$ cat src/rtl/openram_tc_pkg.sv
// rtl/openram_tc_pkg.sv - shared widths, defaults and helpers for the OpenRAM testchip blocks
package openram_tc_pkg;

    localparam int RAM_DATA_WIDTH = 32;
    localparam int RAM_WMASK_WIDTH = 4;
    localparam logic [RAM_DATA_WIDTH-1:0] OOB_DATA_DEFAULT = 32'hDEAD_BEEF;

    function automatic int sel_width(input int addr_w, input int bank_addr_w);
        return addr_w - bank_addr_w;
    endfunction

endpackage

$ cat src/rtl/openram_bank_mux_sat_counter.sv
// rtl/openram_bank_mux_sat_counter.sv - saturating event counter, clear has priority over increment
module sat_counter #(
    parameter int CNT_WIDTH = 16
) (
    input  logic                 clk_i,
    input  logic                 rst_i,
    input  logic                 inc_i,
    input  logic                 clr_i,
    output logic [CNT_WIDTH-1:0] cnt_o
);

    logic [CNT_WIDTH-1:0] cnt_q;
    logic [CNT_WIDTH-1:0] cnt_d;

    always_comb begin
        cnt_d = cnt_q;
        if (clr_i) begin
            cnt_d = '0;
        end else if (inc_i && (cnt_q != '1)) begin
            cnt_d = cnt_q + 1'b1;
        end
    end

    always_ff @(posedge clk_i) begin
        if (rst_i) begin
            cnt_q <= '0;
        end else begin
            cnt_q <= cnt_d;
        end
    end

    assign cnt_o = cnt_q;

endmodule

$ cat src/rtl/openram_bank_mux.sv
// rtl/openram_bank_mux.sv - fans one SRAM port out to NUM_BANKS OpenRAM macros with debug counters/error capture
module openram_bank_mux
    import openram_tc_pkg::*;
#(
    parameter int NUM_BANKS = 4,
    parameter int BANK_ADDR_WIDTH = 8,
    parameter int ADDR_WIDTH = 10,
    parameter int CNT_WIDTH = 16,
    parameter logic [RAM_DATA_WIDTH-1:0] OOB_DATA = OOB_DATA_DEFAULT
) (
    input  logic                                wb_clk_i,
    input  logic                                wb_rst_i,
    input  logic                                up_csb,
    input  logic                                up_web,
    input  logic [RAM_WMASK_WIDTH-1:0]          up_wmask,
    input  logic [ADDR_WIDTH-1:0]               up_addr,
    input  logic [RAM_DATA_WIDTH-1:0]           up_wdata,
    output logic [RAM_DATA_WIDTH-1:0]           up_rdata,
    output logic                                bank_clk,
    output logic [NUM_BANKS-1:0]                bank_csb,
    output logic                                bank_web,
    output logic [RAM_WMASK_WIDTH-1:0]          bank_wmask,
    output logic [BANK_ADDR_WIDTH-1:0]          bank_addr,
    output logic [RAM_DATA_WIDTH-1:0]           bank_din,
    input  logic [NUM_BANKS*RAM_DATA_WIDTH-1:0] bank_dout,
    input  logic                                cnt_clr,
    output logic [NUM_BANKS*CNT_WIDTH-1:0]      bank_cnt,
    input  logic                                err_clr,
    output logic                                err_oob,
    output logic [ADDR_WIDTH-1:0]               err_addr
);

    localparam int SEL_WIDTH = sel_width(ADDR_WIDTH, BANK_ADDR_WIDTH);
    localparam int NUM_SLOTS = 1 << SEL_WIDTH;
    localparam logic [SEL_WIDTH:0] NUM_BANKS_L = (SEL_WIDTH+1)'(NUM_BANKS);

    logic [SEL_WIDTH-1:0]      sel;
    logic                      in_range;
    logic                      access;
    logic [SEL_WIDTH-1:0]      rd_sel_q, rd_sel_d;
    logic                      rd_oob_q, rd_oob_d;
    logic                      err_oob_q, err_oob_d;
    logic [ADDR_WIDTH-1:0]     err_addr_q, err_addr_d;
    logic [RAM_DATA_WIDTH-1:0] dout_arr [NUM_SLOTS];

    assign sel      = up_addr[ADDR_WIDTH-1:BANK_ADDR_WIDTH];
    assign in_range = {1'b0, sel} < NUM_BANKS_L;
    assign access   = !up_csb && !wb_rst_i;

    assign bank_clk   = wb_clk_i;
    assign bank_web   = up_web;
    assign bank_wmask = up_wmask;
    assign bank_addr  = up_addr[BANK_ADDR_WIDTH-1:0];
    assign bank_din   = up_wdata;

    // Unpopulated select slots read as OOB_DATA so the mux index never leaves the array.
    for (genvar s = 0; s < NUM_SLOTS; s++) begin : g_slot
        if (s < NUM_BANKS) begin : g_pop
            assign dout_arr[s] = bank_dout[s*RAM_DATA_WIDTH +: RAM_DATA_WIDTH];
        end else begin : g_empty
            assign dout_arr[s] = OOB_DATA;
        end
    end

    for (genvar i = 0; i < NUM_BANKS; i++) begin : g_bank
        assign bank_csb[i] = up_csb | wb_rst_i | (sel != SEL_WIDTH'(i));

        sat_counter #(
            .CNT_WIDTH(CNT_WIDTH)
        ) u_cnt (
            .clk_i(wb_clk_i),
            .rst_i(wb_rst_i),
            .inc_i(access && in_range && (sel == SEL_WIDTH'(i))),
            .clr_i(cnt_clr),
            .cnt_o(bank_cnt[i*CNT_WIDTH +: CNT_WIDTH])
        );
    end

    always_comb begin
        rd_sel_d = rd_sel_q;
        rd_oob_d = rd_oob_q;
        if (access) begin
            rd_sel_d = sel;
            rd_oob_d = !in_range;
        end
    end

    // A clear in the same cycle as a new error still records the new error.
    always_comb begin
        err_oob_d  = err_oob_q;
        err_addr_d = err_addr_q;
        if (err_clr) begin
            err_oob_d  = 1'b0;
            err_addr_d = '0;
        end
        if (access && !in_range && (!err_oob_q || err_clr)) begin
            err_oob_d  = 1'b1;
            err_addr_d = up_addr;
        end
    end

    always_ff @(posedge wb_clk_i) begin
        if (wb_rst_i) begin
            rd_sel_q   <= '0;
            rd_oob_q   <= 1'b0;
            err_oob_q  <= 1'b0;
            err_addr_q <= '0;
        end else begin
            rd_sel_q   <= rd_sel_d;
            rd_oob_q   <= rd_oob_d;
            err_oob_q  <= err_oob_d;
            err_addr_q <= err_addr_d;
        end
    end

    assign up_rdata = rd_oob_q ? OOB_DATA : dout_arr[rd_sel_q];
    assign err_oob  = err_oob_q;
    assign err_addr = err_addr_q;

endmodule

$ cat config.mk
export PLATFORM = sky130hd
export DESIGN_NAME = openram_bank_mux
export DESIGN_NICKNAME = d
export VERILOG_FILES = /design/src/rtl/openram_tc_pkg.sv /design/src/rtl/openram_bank_mux_sat_counter.sv /design/src/rtl/openram_bank_mux.sv
export SDC_FILE = /design/constraint.sdc
export NUM_CORES = 1
export LEC_CHECK = 0
export CAP_MARGIN = 20
export CORE_AREA = 2 2 131 133
export CTS_CLUSTER_SIZE = 40
export DETAILED_ROUTE_END_ITERATION = 12
export DIE_AREA = 0 0 133 135
export GPL_ROUTABILITY_DRIVEN = 0
export GPL_TIMING_DRIVEN = 0
export PLACE_DENSITY = 0.68
export SLEW_MARGIN = 20
export SYNTH_ARGS = -nofsm -noshare
export SYNTH_HDL_FRONTEND = slang
export SYNTH_SLANG_ARGS = --single-unit
$ cat constraint.sdc
create_clock -name wb_clk_i -period 4 [get_ports wb_clk_i]
set_clock_uncertainty 0.2 [all_clocks]
set_input_delay 0.8 -clock wb_clk_i [delete_from_list [all_inputs] [get_ports wb_clk_i]]
set_output_delay 0.8 -clock wb_clk_i [all_outputs]
set_load 0.1 [all_outputs]
# --- Yosys cells after proc, flatten, opt, wreduce, memory -nomap -nowiden ---
# Index checks and enable logic that the tools add are counted.
word_totals:
  elab_cells: 43
  ff_bits: 66
  input_bits: 180
  output_inout_bits: 157
op_classes:
  bitwise_logic: 6
  muxes: 3
  n_eq_ne: 10
  magnitude_cmp: 1
  addsub: 4
  n_reduce_logical: 14
op_table:
  columns: ["operator", "n"]
  rows:
  - ["$add 16x1->16 const B", 4]
  - ["$bmux 32 s2", 1]
  - ["$mux 32", 2]
  - ["$ne 16x16->1 const B", 4]
  - ["$logic_and 1x1->1", 9]
  - ["$or 1x1->1", 5]
  - ["$eq 2x2->1 const B", 2]
  - ["$ne 2x2->1 const B", 2]
  - ["$ge 3x3->1 const B", 1]
  - ["$not 2->3", 1]
  - ["$eq 2x1->1 const B", 1]
  - ["$logic_not 1->1", 2]
  - ["$logic_not 2->1", 1]
  - ["$ne 2x1->1 const B", 1]
  - ["$reduce_bool 2->1", 1]
  - ["$reduce_or 2->1", 1]

# --- Depth between registers and ports, before layout ---
depth:
  ltp_word: 4
  depth_mapped: 7
  ltp_nobuf: 5

# --- Hierarchy ---
# A second synthesis with hierarchy kept.
unflattened:
  hier_cells: 523
  hier_area_um2: 5046.1
modules_own_cells:
  columns: ["mod", "cells_per_inst", "area_each_um2", "seq_area_each_um2", "instances"]
  rows:
  - ["sat_counter", 102, 917.1, 320.3, 4]
  - ["openram_bank_mux", 115, 1377.6, 40.0, 1]

==> impl_metrics.csv <==
group,metric,value,unit
run_status,status,"completed",
sta,slew_headroom,0.2576,
final_layout,finalNonFillerCells,1038,
die,die_w,133,um
sta,timing.setup.tns,0,ps
pwr,pwr-share-seq,0.249,
grt,grt_usage,0.2333,
critical_path,worstPathArrival,2940,ps
synthesis,seq_area_frac_synth,0.2862,
grt,overflow,0,
worst_hold_path,hold_end,"g_bank[3].u_cnt.cnt_o[15]",
final_layout,fin_area,8099,sq um
critical_path,reg2reg_depth,6,
grt,grt_max_degree,12,
critical_path,crit_chain,"clkbuf_16 -> clkbuf_16 -> buf_4 -> dlygate4sd2_1",
drt,wl,21960,um
worst_hold_path,min-delay-start,"g_bank[3].u_cnt.cnt_o[15]",
final_layout,final_cell_mix,"clkdlybuf4s50_1, dfxtp_1, buf_4",
synthesis,synth_edf_count,0,
die,core,16410,sq um
synthesis,synth_cell_type_count,49,
clocking,clock_latency,450,ps
drt,post-route-drc-count,0,
critical_path,worstPathRequired,3000,ps
die,die_h,135,um
drt,vias,5419,
grt,antenna_found_initial,10,
drt,firstDrtPassIters,5,
grt,grt_pass1_wl,30960,um
final_layout,final_common_cell,"clkdlybuf4s50_1",
grt,first_global_vias,4913,
pwr,p_leak,2.789,nW
critical_path,end_kind,"output port",
critical_path,max_stage_delay,580,ps
critical_path,cp_common_cell,"clkbuf_16",
sta,rsz0062_at_grt,"no",
drt,highest_layer,"met5",
final_layout,fillers,1549,
worst_hold_path,hold_path_class,"reg -> reg",
die,num_io_pins,337,
pwr,internal_power,1.610,mW
synthesis,syn_area,4617,sq um
placed_design,dp_hpwl,18030,um
placed_design,io_buffers,278,
clocking,cts_tree,"built",
synthesis,async_flop_share,0,
synthesis,syn_inst,504,
pwr,power_density,327.1,nW/um^2
sta,tightest_slew,1110,ps
placed_design,placed_area,7712,sq um
sta,hold_viol,0,
critical_path,r2r_start,"g_bank[0].u_cnt.cnt_o[0]",
critical_path,slowest_stage,"dlygate4sd2_1",
drt,met3_length,1969,um
pwr,p_comb_frac,0.345,
pwr,ir_worst_vdd,444.5,uV
die,initial_utilization,0.2814,
die,rows,47,
pwr,p_sw_frac,0.3922,
final_layout,nets,991,
drt,avgViaCountPerCell,5.221,
clocking,clkTransAtPathRegs,50,ps
synthesis,postSynthAreaPerCell,9.161,sq um
sta,setup_violations,0,
final_layout,finish.utilization,0.4936,
pwr,p_sw,1.039,mW
synthesis,yosysWarningCount,0,
critical_path,crit_path_start_kind,"clock port",
critical_path,crit_buf_inv,4,
pwr,power_frac_clock,0.405,
synthesis,synth_ff_type,"dfxtp_1",
drt,met2_wirelength,10600,um
drt,drt-initial-drc-count,503,
critical_path,reg2reg_to,"g_bank[0].u_cnt.cnt_o[6]",
drt,post_drt_wl_per_cell,21.16,um
die,dieArea,17960,sq um
critical_path,path_class,"clk -> out",
critical_path,crit_family,"buffers and inverters",
drt,ant_nets,0,
worst_hold_path,min_path_cells,2,
critical_path,critPathMaxFanout,2,
drt,m1WireLength,8874,um
final_layout,drive_gt1_frac,0.1786,
final_layout,syn_to_final_growth,75.42,%
synthesis,synth_seq_cells,66,
run,maxCapViolCount,0,
placed_design,placed_cells,1012,
sta,drv_slew,0,
critical_path,r2r_slack,1460,ps
-- area by class of cell --
type | instances | area, sq um | area share
diodes | 6 | 15.01 | 0.001854
plain buffers | 80 | 541.8 | 0.06689
clock buffers | 15 | 336.6 | 0.04156
clock inverters | 5 | 52.55 | 0.006488
inverters | 9 | 33.78 | 0.004171
multi-input cells | 359 | 2770 | 0.3420
flip-flops and latches | 66 | 1321 | 0.1631
well taps | 220 | 275.3 | 0.03399
repair buffers | 278 | 2753 | 0.3399
-- worst min-delay path, stage by stage (launching register included) --
cell and delay (ps):
dfxtp_1 340, o31ai_1 80, a21oi_1 60
-- how the worst max path moves through the flow --
stage                            from          end  slack [ps]  cells past startpoint
after CTS                    wb_rst_i  bank_csb[1]        -200                      5
after global routing      rd_sel_q[0]  up_rdata[4]          30                      4
final                        wb_clk_i     bank_clk          60                      4
after global placement       wb_rst_i  bank_csb[1]        -910                      5
after floorplan                up_csb  bank_csb[3]         750                      4
after detailed placement     wb_rst_i  bank_csb[1]        -930                      5
-- cell families (layout without fill, tap and decap cells) --
| family | Yosys count | in the layout | synth area share |
|---|---|---|---|
| flops | 66 | 66 | 0.2862 |
| other cells | 1 | 17 | 0.0008122 |
| compound gates | 119 | 119 | 0.1594 |
| simple gates | 184 | 184 | 0.2436 |
| mux | 40 | 40 | 0.1734 |
| buf+inv | 89 | 387 | 0.1239 |
| xor+xnor | 1 | 1 | 0.001897 |
| fa+ha+maj | 4 | 4 | 0.01084 |
-- metal layers --
layer | vias to the layer above | track usage
li1 | 2551 | -
met1 | 2573 | 0.2903
met2 | 251 | 0.3748
met3 | 36 | 0.07545
met4 | 8 | 0.09438
met5 | - | 0
-- stage by stage --
step	total power [mW]	setup slack [ps]	hold WS (ps)
2_1_floorplan	1.414	749.2	699.6
3_3_place_gp	1.717	-906.3	296.2
3_5_place_dp	1.718	-927.7	304.3
4_1_cts	2.664	-198.1	316.1
5_1_grt	2.714	34.48	337.9
6_report	2.649	55.88	320.9
-- flip-flops by register name, summed over array words and instances (netlist names) --
name and count:
rd_sel_q 2, g_bank.u_cnt.cnt_o 64
-- power groups by stage --
| stage | Sequential (mW) | Combinational [mW] | Clock [mW] |
|---|---|---|---|
| after floorplan | 0.679 | 0.641 | 0.0944 |
| after global placement | 0.675 | 0.930 | 0.112 |
| after detailed placement | 0.675 | 0.932 | 0.112 |
| after CTS | 0.660 | 0.919 | 1.08 |
| after global routing | 0.660 | 0.937 | 1.12 |
| final | 0.660 | 0.915 | 1.07 |
-- cells in the mapped netlist, types with 4 or more instances --
library cell  instances  area, sq um
ha_1                  4        50.05
nor4_1                8        50.05
and4_1               11        96.34
mux4_2               32        720.7
nand2_1              28        105.1
or3_1                27        168.9
nand3_1              24        120.1
a31oi_1               7        43.79
inv_1                 7        26.28
or4_1                19        142.6
a21oi_1              44        220.2
buf_4                58        435.4
nor2_1               14        52.55
o21ai_0              25        125.1
nor3_1                6        30.03
o31ai_1              20        150.1
dfxtp_1              66         1321
mux2i_1               8        80.08
a211oi_1              5        37.54
and3_1               15        93.84
clkbuf_1             17        63.81
nand4_1              20        125.1
-- timing repair --
| action | 4_1_cts | 5_1_grt |
|---|---|---|
| resized for setup | 65 | 16 |
| pin swaps | 1 | 2 |
| hold buffers | 0 | 0 |
| setup endpoints to repair | 34 | 21 |
| buffers inserted | 0 | 1 |
Note: power is estimated with default switching activity, not from simulation.
